File: src/rtl/control_unit.sv
// ---------------------------------------------------------------------------
// control_unit
//
// Multi-cycle instruction sequencer for the 16-bit CPU. It walks each
// instruction through fetch -> decode -> execute -> writeback and drives the
// datapath strobes for the PC, instruction register, ALU, register file,
// immediate bus driver and data memory. Memory accesses wait for a
// handshake, and a bus timeout turns a stalled access into a terminal fault.
//
// Every output is a register loaded from the decode of the next state and
// next latched fields. The strobes therefore change only on the clock edge
// that enters a state, and async reset clears them immediately.
//
// Parameters
//   MEM_TIMEOUT   cycles to wait for mem_ready_i in FETCH/MEM before faulting (1..255)
//
// Ports
//   clk_i           system clock, all state on the rising edge
//   rst_n_i         asynchronous active-low reset
//   instr_i[15:0]   instruction register output: [15:12] op, [11:10] rd, [9:8] rs, [7:0] imm
//   mem_ready_i     the current memory access completes this cycle
//   zero_flag_i     ALU zero flag (used by JZ)
//   carry_flag_i    ALU carry flag (used by JC)
//   mem_rd_o        memory read request (instruction fetch or LD)
//   mem_wr_o        memory write request (ST)
//   d_addr_o[7:0]   data memory address, the latched imm while in MEM, else 0
//   ir_ld_o         load the instruction register from the bus
//   pc_inc_o        increment PC
//   pc_ld_o         load PC from the bus (jump)
//   imm_oe_o        drive the zero-extended imm onto the bus
//   alu_en_o        ALU compute strobe
//   alu_op_o[2:0]   ALU operation: 0 ADD, 1 SUB, 2 AND, 3 OR, 4 XOR
//   alu_oe_o        drive the ALU result onto the bus
//   reg_sel_in_o    register file write select
//   reg_sel_out_o   register file read select
//   reg_we_o        register file write enable
//   reg_oe_o        register file output enable onto the data bus
//   illegal_o       one-cycle pulse for an undefined opcode
//   halted_o        sticky: HLT executed or bus fault
//   bus_err_o       sticky: memory timeout
//
// state   | meaning
// --------+-----------------------------------------------------------------
// IDLE    | one cycle after reset release
// FETCH   | instruction read; waits for mem_ready, counts toward timeout
// LOADIR  | load IR and increment PC
// DECODE  | latch op/rd/rs/imm from the IR
// EXEC    | ALU, LDI, jump and NOP/illegal work
// MEM     | LD/ST data access; waits for mem_ready, counts toward timeout
// WB      | register file write of the ALU result or the loaded data
// HALT    | HLT executed; terminal until reset
// FAULT   | memory timeout; terminal until reset
// ---------------------------------------------------------------------------
module control_unit #(
    parameter int unsigned MEM_TIMEOUT = 15
) (
    input  logic        clk_i,
    input  logic        rst_n_i,
    input  logic [15:0] instr_i,
    input  logic        mem_ready_i,
    input  logic        zero_flag_i,
    input  logic        carry_flag_i,
    output logic        mem_rd_o,
    output logic        mem_wr_o,
    output logic [7:0]  d_addr_o,
    output logic        ir_ld_o,
    output logic        pc_inc_o,
    output logic        pc_ld_o,
    output logic        imm_oe_o,
    output logic        alu_en_o,
    output logic [2:0]  alu_op_o,
    output logic        alu_oe_o,
    output logic [1:0]  reg_sel_in_o,
    output logic [1:0]  reg_sel_out_o,
    output logic        reg_we_o,
    output logic        reg_oe_o,
    output logic        illegal_o,
    output logic        halted_o,
    output logic        bus_err_o
);

    typedef enum logic [3:0] {
        ST_IDLE,
        ST_FETCH,
        ST_LOADIR,
        ST_DECODE,
        ST_EXEC,
        ST_MEM,
        ST_WB,
        ST_HALT,
        ST_FAULT
    } state_t;

    localparam logic [3:0] OP_LDI = 4'h6;
    localparam logic [3:0] OP_LD  = 4'h7;
    localparam logic [3:0] OP_ST  = 4'h8;
    localparam logic [3:0] OP_JMP = 4'h9;
    localparam logic [3:0] OP_JZ  = 4'hA;
    localparam logic [3:0] OP_JC  = 4'hB;
    localparam logic [3:0] OP_HLT = 4'hF;

    // The counter holds the number of wait cycles already spent in the
    // access, so the cycle that sees this value without ready is the
    // MEM_TIMEOUT-th one and is the last chance before faulting.
    localparam logic [7:0] TIMEOUT_LAST = 8'(MEM_TIMEOUT - 1);

    function automatic logic is_alu(input logic [3:0] op);
        return (op >= 4'h1) && (op <= 4'h5);
    endfunction

    state_t      state_q, state_d;
    logic [3:0]  op_q, op_d;
    logic [1:0]  rd_q, rd_d;
    logic [1:0]  rs_q, rs_d;
    logic [7:0]  imm_q, imm_d;
    logic [7:0]  cnt_q, cnt_d;

    logic        mem_rd_q, mem_rd_d;
    logic        mem_wr_q, mem_wr_d;
    logic [7:0]  d_addr_q, d_addr_d;
    logic        ir_ld_q, ir_ld_d;
    logic        pc_inc_q, pc_inc_d;
    logic        pc_ld_q, pc_ld_d;
    logic        imm_oe_q, imm_oe_d;
    logic        alu_en_q, alu_en_d;
    logic [2:0]  alu_op_q, alu_op_d;
    logic        alu_oe_q, alu_oe_d;
    logic [1:0]  reg_sel_in_q, reg_sel_in_d;
    logic [1:0]  reg_sel_out_q, reg_sel_out_d;
    logic        reg_we_q, reg_we_d;
    logic        reg_oe_q, reg_oe_d;
    logic        illegal_q, illegal_d;
    logic        halted_q, halted_d;
    logic        bus_err_q, bus_err_d;

    // Next state, latched fields and timeout counter.
    always_comb begin
        state_d = state_q;
        op_d    = op_q;
        rd_d    = rd_q;
        rs_d    = rs_q;
        imm_d   = imm_q;
        cnt_d   = cnt_q;

        case (state_q)
            ST_IDLE: begin
                state_d = ST_FETCH;
                cnt_d   = 8'd0;
            end
            ST_FETCH: begin
                if (mem_ready_i) begin
                    state_d = ST_LOADIR;
                end else if (cnt_q == TIMEOUT_LAST) begin
                    state_d = ST_FAULT;
                end else begin
                    cnt_d = cnt_q + 8'd1;
                end
            end
            ST_LOADIR: begin
                state_d = ST_DECODE;
            end
            ST_DECODE: begin
                op_d  = instr_i[15:12];
                rd_d  = instr_i[11:10];
                rs_d  = instr_i[9:8];
                imm_d = instr_i[7:0];
                if (instr_i[15:12] == OP_HLT) begin
                    state_d = ST_HALT;
                end else if ((instr_i[15:12] == OP_LD) || (instr_i[15:12] == OP_ST)) begin
                    state_d = ST_MEM;
                    cnt_d   = 8'd0;
                end else begin
                    state_d = ST_EXEC;
                end
            end
            ST_EXEC: begin
                if (is_alu(op_q)) begin
                    state_d = ST_WB;
                end else begin
                    state_d = ST_FETCH;
                    cnt_d   = 8'd0;
                end
            end
            ST_MEM: begin
                if (mem_ready_i) begin
                    if (op_q == OP_LD) begin
                        state_d = ST_WB;
                    end else begin
                        state_d = ST_FETCH;
                        cnt_d   = 8'd0;
                    end
                end else if (cnt_q == TIMEOUT_LAST) begin
                    state_d = ST_FAULT;
                end else begin
                    cnt_d = cnt_q + 8'd1;
                end
            end
            ST_WB: begin
                state_d = ST_FETCH;
                cnt_d   = 8'd0;
            end
            ST_HALT:  state_d = ST_HALT;
            ST_FAULT: state_d = ST_FAULT;
            default:  state_d = ST_IDLE;
        endcase
    end

    // Output decode of the state being entered. The jump condition for JZ/JC
    // is taken from the flags presented on the edge that enters EXEC.
    always_comb begin
        mem_rd_d      = 1'b0;
        mem_wr_d      = 1'b0;
        d_addr_d      = 8'd0;
        ir_ld_d       = 1'b0;
        pc_inc_d      = 1'b0;
        pc_ld_d       = 1'b0;
        imm_oe_d      = 1'b0;
        alu_en_d      = 1'b0;
        alu_op_d      = 3'd0;
        alu_oe_d      = 1'b0;
        reg_sel_in_d  = 2'd0;
        reg_sel_out_d = 2'd0;
        reg_we_d      = 1'b0;
        reg_oe_d      = 1'b0;
        illegal_d     = 1'b0;
        halted_d      = 1'b0;
        bus_err_d     = 1'b0;

        case (state_d)
            ST_FETCH: begin
                mem_rd_d = 1'b1;
            end
            ST_LOADIR: begin
                ir_ld_d  = 1'b1;
                pc_inc_d = 1'b1;
            end
            ST_EXEC: begin
                case (op_d)
                    4'h1, 4'h2, 4'h3, 4'h4, 4'h5: begin
                        alu_en_d      = 1'b1;
                        alu_op_d      = op_d[2:0] - 3'd1;
                        reg_sel_out_d = rs_d;
                        reg_oe_d      = 1'b1;
                    end
                    OP_LDI: begin
                        imm_oe_d     = 1'b1;
                        reg_sel_in_d = rd_d;
                        reg_we_d     = 1'b1;
                    end
                    OP_JMP: begin
                        imm_oe_d = 1'b1;
                        pc_ld_d  = 1'b1;
                    end
                    OP_JZ: begin
                        imm_oe_d = 1'b1;
                        pc_ld_d  = zero_flag_i;
                    end
                    OP_JC: begin
                        imm_oe_d = 1'b1;
                        pc_ld_d  = carry_flag_i;
                    end
                    4'hC, 4'hD, 4'hE: begin
                        illegal_d = 1'b1;
                    end
                    default: ;
                endcase
            end
            ST_MEM: begin
                d_addr_d = imm_d;
                if (op_d == OP_LD) begin
                    mem_rd_d = 1'b1;
                end else begin
                    mem_wr_d      = 1'b1;
                    reg_sel_out_d = rs_d;
                    reg_oe_d      = 1'b1;
                end
            end
            ST_WB: begin
                reg_sel_in_d = rd_d;
                reg_we_d     = 1'b1;
                alu_oe_d     = is_alu(op_d);
            end
            ST_HALT: begin
                halted_d = 1'b1;
            end
            ST_FAULT: begin
                halted_d  = 1'b1;
                bus_err_d = 1'b1;
            end
            default: ;
        endcase
    end

    always_ff @(posedge clk_i or negedge rst_n_i) begin
        if (!rst_n_i) begin
            state_q       <= ST_IDLE;
            op_q          <= 4'd0;
            rd_q          <= 2'd0;
            rs_q          <= 2'd0;
            imm_q         <= 8'd0;
            cnt_q         <= 8'd0;
            mem_rd_q      <= 1'b0;
            mem_wr_q      <= 1'b0;
            d_addr_q      <= 8'd0;
            ir_ld_q       <= 1'b0;
            pc_inc_q      <= 1'b0;
            pc_ld_q       <= 1'b0;
            imm_oe_q      <= 1'b0;
            alu_en_q      <= 1'b0;
            alu_op_q      <= 3'd0;
            alu_oe_q      <= 1'b0;
            reg_sel_in_q  <= 2'd0;
            reg_sel_out_q <= 2'd0;
            reg_we_q      <= 1'b0;
            reg_oe_q      <= 1'b0;
            illegal_q     <= 1'b0;
            halted_q      <= 1'b0;
            bus_err_q     <= 1'b0;
        end else begin
            state_q       <= state_d;
            op_q          <= op_d;
            rd_q          <= rd_d;
            rs_q          <= rs_d;
            imm_q         <= imm_d;
            cnt_q         <= cnt_d;
            mem_rd_q      <= mem_rd_d;
            mem_wr_q      <= mem_wr_d;
            d_addr_q      <= d_addr_d;
            ir_ld_q       <= ir_ld_d;
            pc_inc_q      <= pc_inc_d;
            pc_ld_q       <= pc_ld_d;
            imm_oe_q      <= imm_oe_d;
            alu_en_q      <= alu_en_d;
            alu_op_q      <= alu_op_d;
            alu_oe_q      <= alu_oe_d;
            reg_sel_in_q  <= reg_sel_in_d;
            reg_sel_out_q <= reg_sel_out_d;
            reg_we_q      <= reg_we_d;
            reg_oe_q      <= reg_oe_d;
            illegal_q     <= illegal_d;
            halted_q      <= halted_d;
            bus_err_q     <= bus_err_d;
        end
    end

    assign mem_rd_o      = mem_rd_q;
    assign mem_wr_o      = mem_wr_q;
    assign d_addr_o      = d_addr_q;
    assign ir_ld_o       = ir_ld_q;
    assign pc_inc_o      = pc_inc_q;
    assign pc_ld_o       = pc_ld_q;
    assign imm_oe_o      = imm_oe_q;
    assign alu_en_o      = alu_en_q;
    assign alu_op_o      = alu_op_q;
    assign alu_oe_o      = alu_oe_q;
    assign reg_sel_in_o  = reg_sel_in_q;
    assign reg_sel_out_o = reg_sel_out_q;
    assign reg_we_o      = reg_we_q;
    assign reg_oe_o      = reg_oe_q;
    assign illegal_o     = illegal_q;
    assign halted_o      = halted_q;
    assign bus_err_o     = bus_err_q;

endmodule

File: config.mk
export PLATFORM = sky130hd
export DESIGN_NAME = control_unit
export DESIGN_NICKNAME = d
export VERILOG_FILES = /design/src/rtl/control_unit.sv
export SDC_FILE = /design/constraint.sdc
export NUM_CORES = 1
export LEC_CHECK = 0
export ABC_AREA = 1
export BUFFER_PORTS_ARGS = -buffer_cell sky130_fd_sc_hd__buf_2
export CAP_MARGIN = 10
export CORE_AREA = 2 2 77 116
export CTS_BUF_LIST = sky130_fd_sc_hd__clkbuf_16
export DETAILED_ROUTE_END_ITERATION = 8
export DIE_AREA = 0 0 79 118
export GPL_TIMING_DRIVEN = 0
export RECOVER_POWER = 100
export SKIP_LAST_GASP = 1
export SLEW_MARGIN = 20
export SYNTH_ARGS = -nofsm -noshare
export SYNTH_HDL_FRONTEND = slang
export SYNTH_SLANG_ARGS = --single-unit
File: constraint.sdc
create_clock -name clk_i -period 2.25 [get_ports clk_i]
set_input_delay 0.3375 -clock clk_i [delete_from_list [all_inputs] [get_ports clk_i]]
set_output_delay 0.3375 -clock clk_i [all_outputs]
set_load 0.1 [all_outputs]
## After elaboration in Yosys (flattened, before gate mapping)

Index checks and enable logic that the tools add are counted.

| storage, ports and cells | value |
|---|---|
| bits in registers | 55 |
| output and inout port bits | 28 |
| word-level logic and storage cells | 124 |

| cells by class | value |
|---|---|
| add/sub/neg operators | 2 |
| order comparisons | 4 |
| equality and inequality tests | 38 |
| multiplexer cells | 47 |
| reduce and logical (&&, ||, !) cells | 11 |

Operators by type and width:

| cell | number |
|---|---|
| $mux W8 | 9 |
| $eq A4 B3 Y1 const B | 14 |
| $eq A4 B4 Y1 const B | 10 |
| $pmux W8 S5 | 1 |
| $pmux W4 S8 | 1 |
| $eq A4 B2 Y1 const B | 5 |
| $mux W1 | 16 |
| $mux W4 | 4 |
| $eq A4 B1 Y1 const B | 3 |
| $mux W2 | 6 |
| $mux W3 | 4 |
| $add A8 B1 Y8 const B | 1 |
| $eq A8 B4 Y1 const B | 1 |
| $ge A4 B1 Y1 const B | 2 |
| $le A4 B3 Y1 const B | 2 |
| $ne A2 B2 Y1 const B | 4 |
| $pmux W2 S2 | 2 |
| $pmux W1 S2 | 3 |
| $reduce_and A6 Y1 | 1 |
| $reduce_bool A5 Y1 | 1 |
| $reduce_or A5 Y1 | 1 |
| $logic_not A4 Y1 | 1 |
| $reduce_or A2 Y1 | 2 |
| $reduce_or A4 Y1 | 1 |
| other kinds (6) | 7 |

## Depth between registers and ports, before layout

| logic depth | value |
|---|---|
| depth after elaboration | 8 |
| mapped depth | 16 |
| mapped depth without buffers | 15 |

## Least setup slack after synthesis

No wires, ideal clock.

| timing path | value |
|---|---|
| path type | register to register |
| start point | register state_q[3] |
| end point | register reg_oe_q (netlist: reg_oe_o) |
| data arrival time | 2.054 ns |
| data required time | 2.130 ns |
| path slack | 0.075 ns |
| cell stages (with the launch flop) | 17 |
| path buffers | 1 |
| period minus slack after synthesis | 2.175 ns |
| cell sequence | dfrtp_1 > inv_1 > nand2_1 > nor2_2 > clkbuf_1 > or2_2 > o21ai_0 > inv_1 > ha_1 > inv_1 > nand3_1 > nand2_1 > nand2_1 > nand2_1 > inv_2 > nand4_4 > nand2_1 |

| on the way | value |
|---|---|
| longest elaborated chain between the ends | 6 |

Ends and longest elaborated chain:

| element | RTL line | source |
|---|---|---|
| from (decl) | 111 | `state_t state_q, state_d;` |
| from (signal assigned) | 320 | `state_q <= state_d;` |
| $eq A4 B2 Y1 * | 145 | `case (state_q)` |
| $mux W4 * | 145 |  |
| net op_d[1] | 112 | `logic [3:0] op_q, op_d;` |
| $eq A4 B1 Y1 (tied with other cells) | 238 | `case (op_d)` |
| $reduce_or A5 Y1 | 238 |  |
| $mux W1 | 238 |  |
| $pmux W1 S2 * | 229 | `case (state_d)` |
| net reg_oe_d | 131 | `logic reg_oe_q, reg_oe_d;` |
| to (signal assigned) | 339 | `reg_oe_q <= reg_oe_d;` |
| to (decl) | 131 |  |

The timed path passes the listed nets; every way through them passes the cells marked *.
A chain may end at the register's enable or synchronous reset.

## Worst setup path in the final report

Ends and elaborated chain as after synthesis.

==> qor.yml <==
cts:
  cts.clk_slew.worst_paths_ns: 0.07
  clock_latency_ns: 0.30
  cts_buffer_depth: 2
  cts-root-buf: "clkbuf_16"
  cts_made_buffers: 5
  cts_sinks: 55
  cts_hold_repair.buffers: 0
  cts_tree: "done"
  htree_levels: 2
global_routing:
  grt_pass1_vias: 2471
  top_usage_layer: "met2"
  grt_pass1_wl_um: 11300
  grt_max_degree: 56
  grt_use_met3_pct: 2.76
  grt.total_usage_pct: 15.4
  grt_use_met2_pct: 28.6
  use_met1_pct: 16.4
  grt_overflow: 0
  antenna_found_initial: 0
routing:
  wl_per_cell_um: 12.9
  ant_nets: 0
  firstDrtPassIters: 4
  drt_wl_total_um: 6710
  num_vias: 2414
  drc: 0
  viasPerCell: 4.63
  drt_iter0_drc: 86
synthesis:
  synth_compound_area_share_pct: 8.77
  synth_area_mm2: 0.00287
  synth-simple-area-share_pct: 30.7
  yosysUniqueCellTypes: 36
  yosys-mux-area-fraction_pct: 0
  synth-adder-area-share_pct: 2.62
  syn_inst: 347
  yosys_warnings: 0
  yosysSeqAreaShare_pct: 48.0
  avgSynthCellArea_um2: 8.26
  synth_xor_area_share_pct: 0.611
  synth_top_family_by_area: "simple AND/OR/NAND/NOR gates"
  ys_ff_latch: 55
  syn_nets: 374
critical_path:
  cp-end-kind: "register"
  start_kind: "register"
  path_max_fanout: 5
  crit_arrival_ns: 2.34
  crit_type: "register to register"
  critPathRequiredTime_ns: 2.44
power_and_ir_drop:
  vdd_drop_max_v: 0.000480
  power_frac_comb_pct: 2.5
  clkPwrFrac_pct: 46.5
  switching_share_pct: 20.9
  leakage_uw: 0.00194
  total_power_uw: 1940
  power_density_mw_per_mm2: 559
  internal-power_uw: 1530
  p_seq_share_pct: 50.9
  power.switching_uw: 406
status:
  status: "completed"
timing:
  slew_headroom_pct: 8.28
  max_freq_ghz: 0.464
  finClkSkew_ns: 0.00590
  setup_ws_ns: 0.0948
  fin_tns_setup_ns: 0
  hold_viol: 0
  slew_viol_final: 0
  min_period_over_period_pct: 95.8
  fin_crit_ns: 2.16
  worst_slew_pin_slew_ns: 1.38
  finalSetupViolCount: 0
place:
  routabilityCongestion: 0.827
  dp_hpwl_um: 4870
  place_ws_ns: -0.614
  io_buffers: 48
  dp_cells: 502
job:
  cap_violations: 0
floorplanning:
  dieArea_mm2: 0.00932
  fp.dieW_um: 79
  start_util_pct: 34.5
  core_area_mm2: 0.00831
  die_h_um: 118
  num_rows: 41
  io_pins: 49
layout:
  stdcell_count: 521
  antennaDiodeCount: 0
  fill_cells: 869
  final_nets: 440
  final_cell_mix: "nand2_1, dfrtp_1, nor2_1"
  final_layout_size_suffix_gt1_share_pct: 23.7
  syn2layout_area_growth_pct: 21.1
  mostFrequentLayoutCell: "nand2_1"
min_path:
  hp-class: "primary input to register"
[what timing repair did]
action / CTS / global route
gates resized for setup: 15 / 10
setup endpoints to repair: 16 / 7
pin swaps: 2 / 1
buffers inserted: 9 / 2
[Yosys cell counts, drive strengths merged]
master	count	share of area (%)
nand2	67	9.6
dfrtp	55	48
inv	54	7.1
nor2	54	8.2
nand3	32	6.9
o21ai	29	5.2
or2	13	2.8
a21oi	8	1.5
ha	6	2.6
nand4	5	1.6
nor3	5	1.3
buf	4	1.4
clkinv	3	0.48
clkbuf	2	0.26
o211ai	2	0.70
xor2	2	0.61
a31oi	1	0.22
nand3b	1	0.26
o21a	1	0.26
o21bai	1	0.26
o2bb2ai	1	0.31
o311ai	1	0.31
[area by class of cell]
cell class / count / area (um2) / area share [%]
buffer: 6 / 48.8 / 1.41
clock buffer: 5 / 125 / 3.60
clock inverter: 3 / 47.5 / 1.37
inverter: 57 / 216 / 6.23
multi-input combinational: 229 / 1240 / 35.7
sequential: 55 / 1380 / 39.7
tap: 107 / 134 / 3.86
timing repair buffer: 59 / 280 / 8.07
[cells by family after synthesis]
| group | count (synthesis) |
|---|---|
| adder cells (fa/ha/maj) | 6 |
| AND/OR/NAND/NOR | 177 |
| AO/OA/AOI/OAI | 44 |
| XOR/XNOR | 2 |
| buffers and inverters | 63 |
| flip-flops | 55 |
[worst max-delay path: stages, from the launching register on]
cell	delay [ns]
dfrtp_1	0.37
inv_2	0.08
nand2_2	0.09
nor2_4	0.05
buf_4	0.13
or2_2	0.30
o21ai_4	0.09
inv_2	0.08
ha_2	0.21
inv_1	0.07
nand3_2	0.09
nand2_1	0.08
nand2_1	0.07
nand2_2	0.11
inv_2	0.05
nand4_4	0.11
nand2_1	0.06
[flip-flops by register name, indices dropped and copies added, names as in the netlist, 2 cells and up]
register       flops
cnt_q              8
reg_sel_in_o       2
imm_q              8
reg_sel_out_o      2
state_q            4
rs_q               2
rd_q               2
d_addr_o           8
op_q               4
alu_op_o           3
[worst paths after layout]
path | from | end | slack, ns | cells past startpoint
worst max register to register | state_q[3]$_DFF_PN0_ | reg_oe_o$_DFF_PN0_ | 0.09 | 16
max in group asynchronous | rst_n_i | state_q[2]$_DFF_PN0_ | 0.98 | 1
min in group asynchronous | rst_n_i | pc_inc_o$_DFF_PN0_ | 0.33 | 1
worst max-delay path | state_q[3]$_DFF_PN0_ | reg_oe_o$_DFF_PN0_ | 0.09 | 16
worst min register to register | rs_q[0]$_DFF_PN0_ | rs_q[0]$_DFF_PN0_ | 0.51 | 2
worst min-delay path | instr_i[9] | rs_q[1]$_DFF_PN0_ | 0.28 | 3
[power groups by stage]
stage | Clock [uW] | Sequential (uW) | Combinational (uW)
floorplan | 0 | 1010 | 7.49
global placement | 0 | 1010 | 49.6
detailed placement | 0 | 1010 | 51.5
CTS | 930 | 987 | 52.3
global route | 958 | 987 | 58.8
finish | 903 | 988 | 49.3
[routing by layer]
layer | up-vias | wire length, um
met5 | - | 0
met4 | 0 | 182
met3 | 10 | 250
met2 | 53 | 3690
met1 | 1136 | 2580
li1 | 1215 | -
[stage by stage]
step	util (%)	hold WS [ns]	instance area, um2
2_1_floorplan	-	0.0419	2870
3_3_place_gp	39.0	0.487	3240
3_5_place_dp	39.0	0.446	3240
4_1_cts	42.4	0.124	3520
5_1_grt	41.8	0.313	3470
6_report	41.8	0.282	3470
Note: power is estimated with default switching activity, not from simulation.
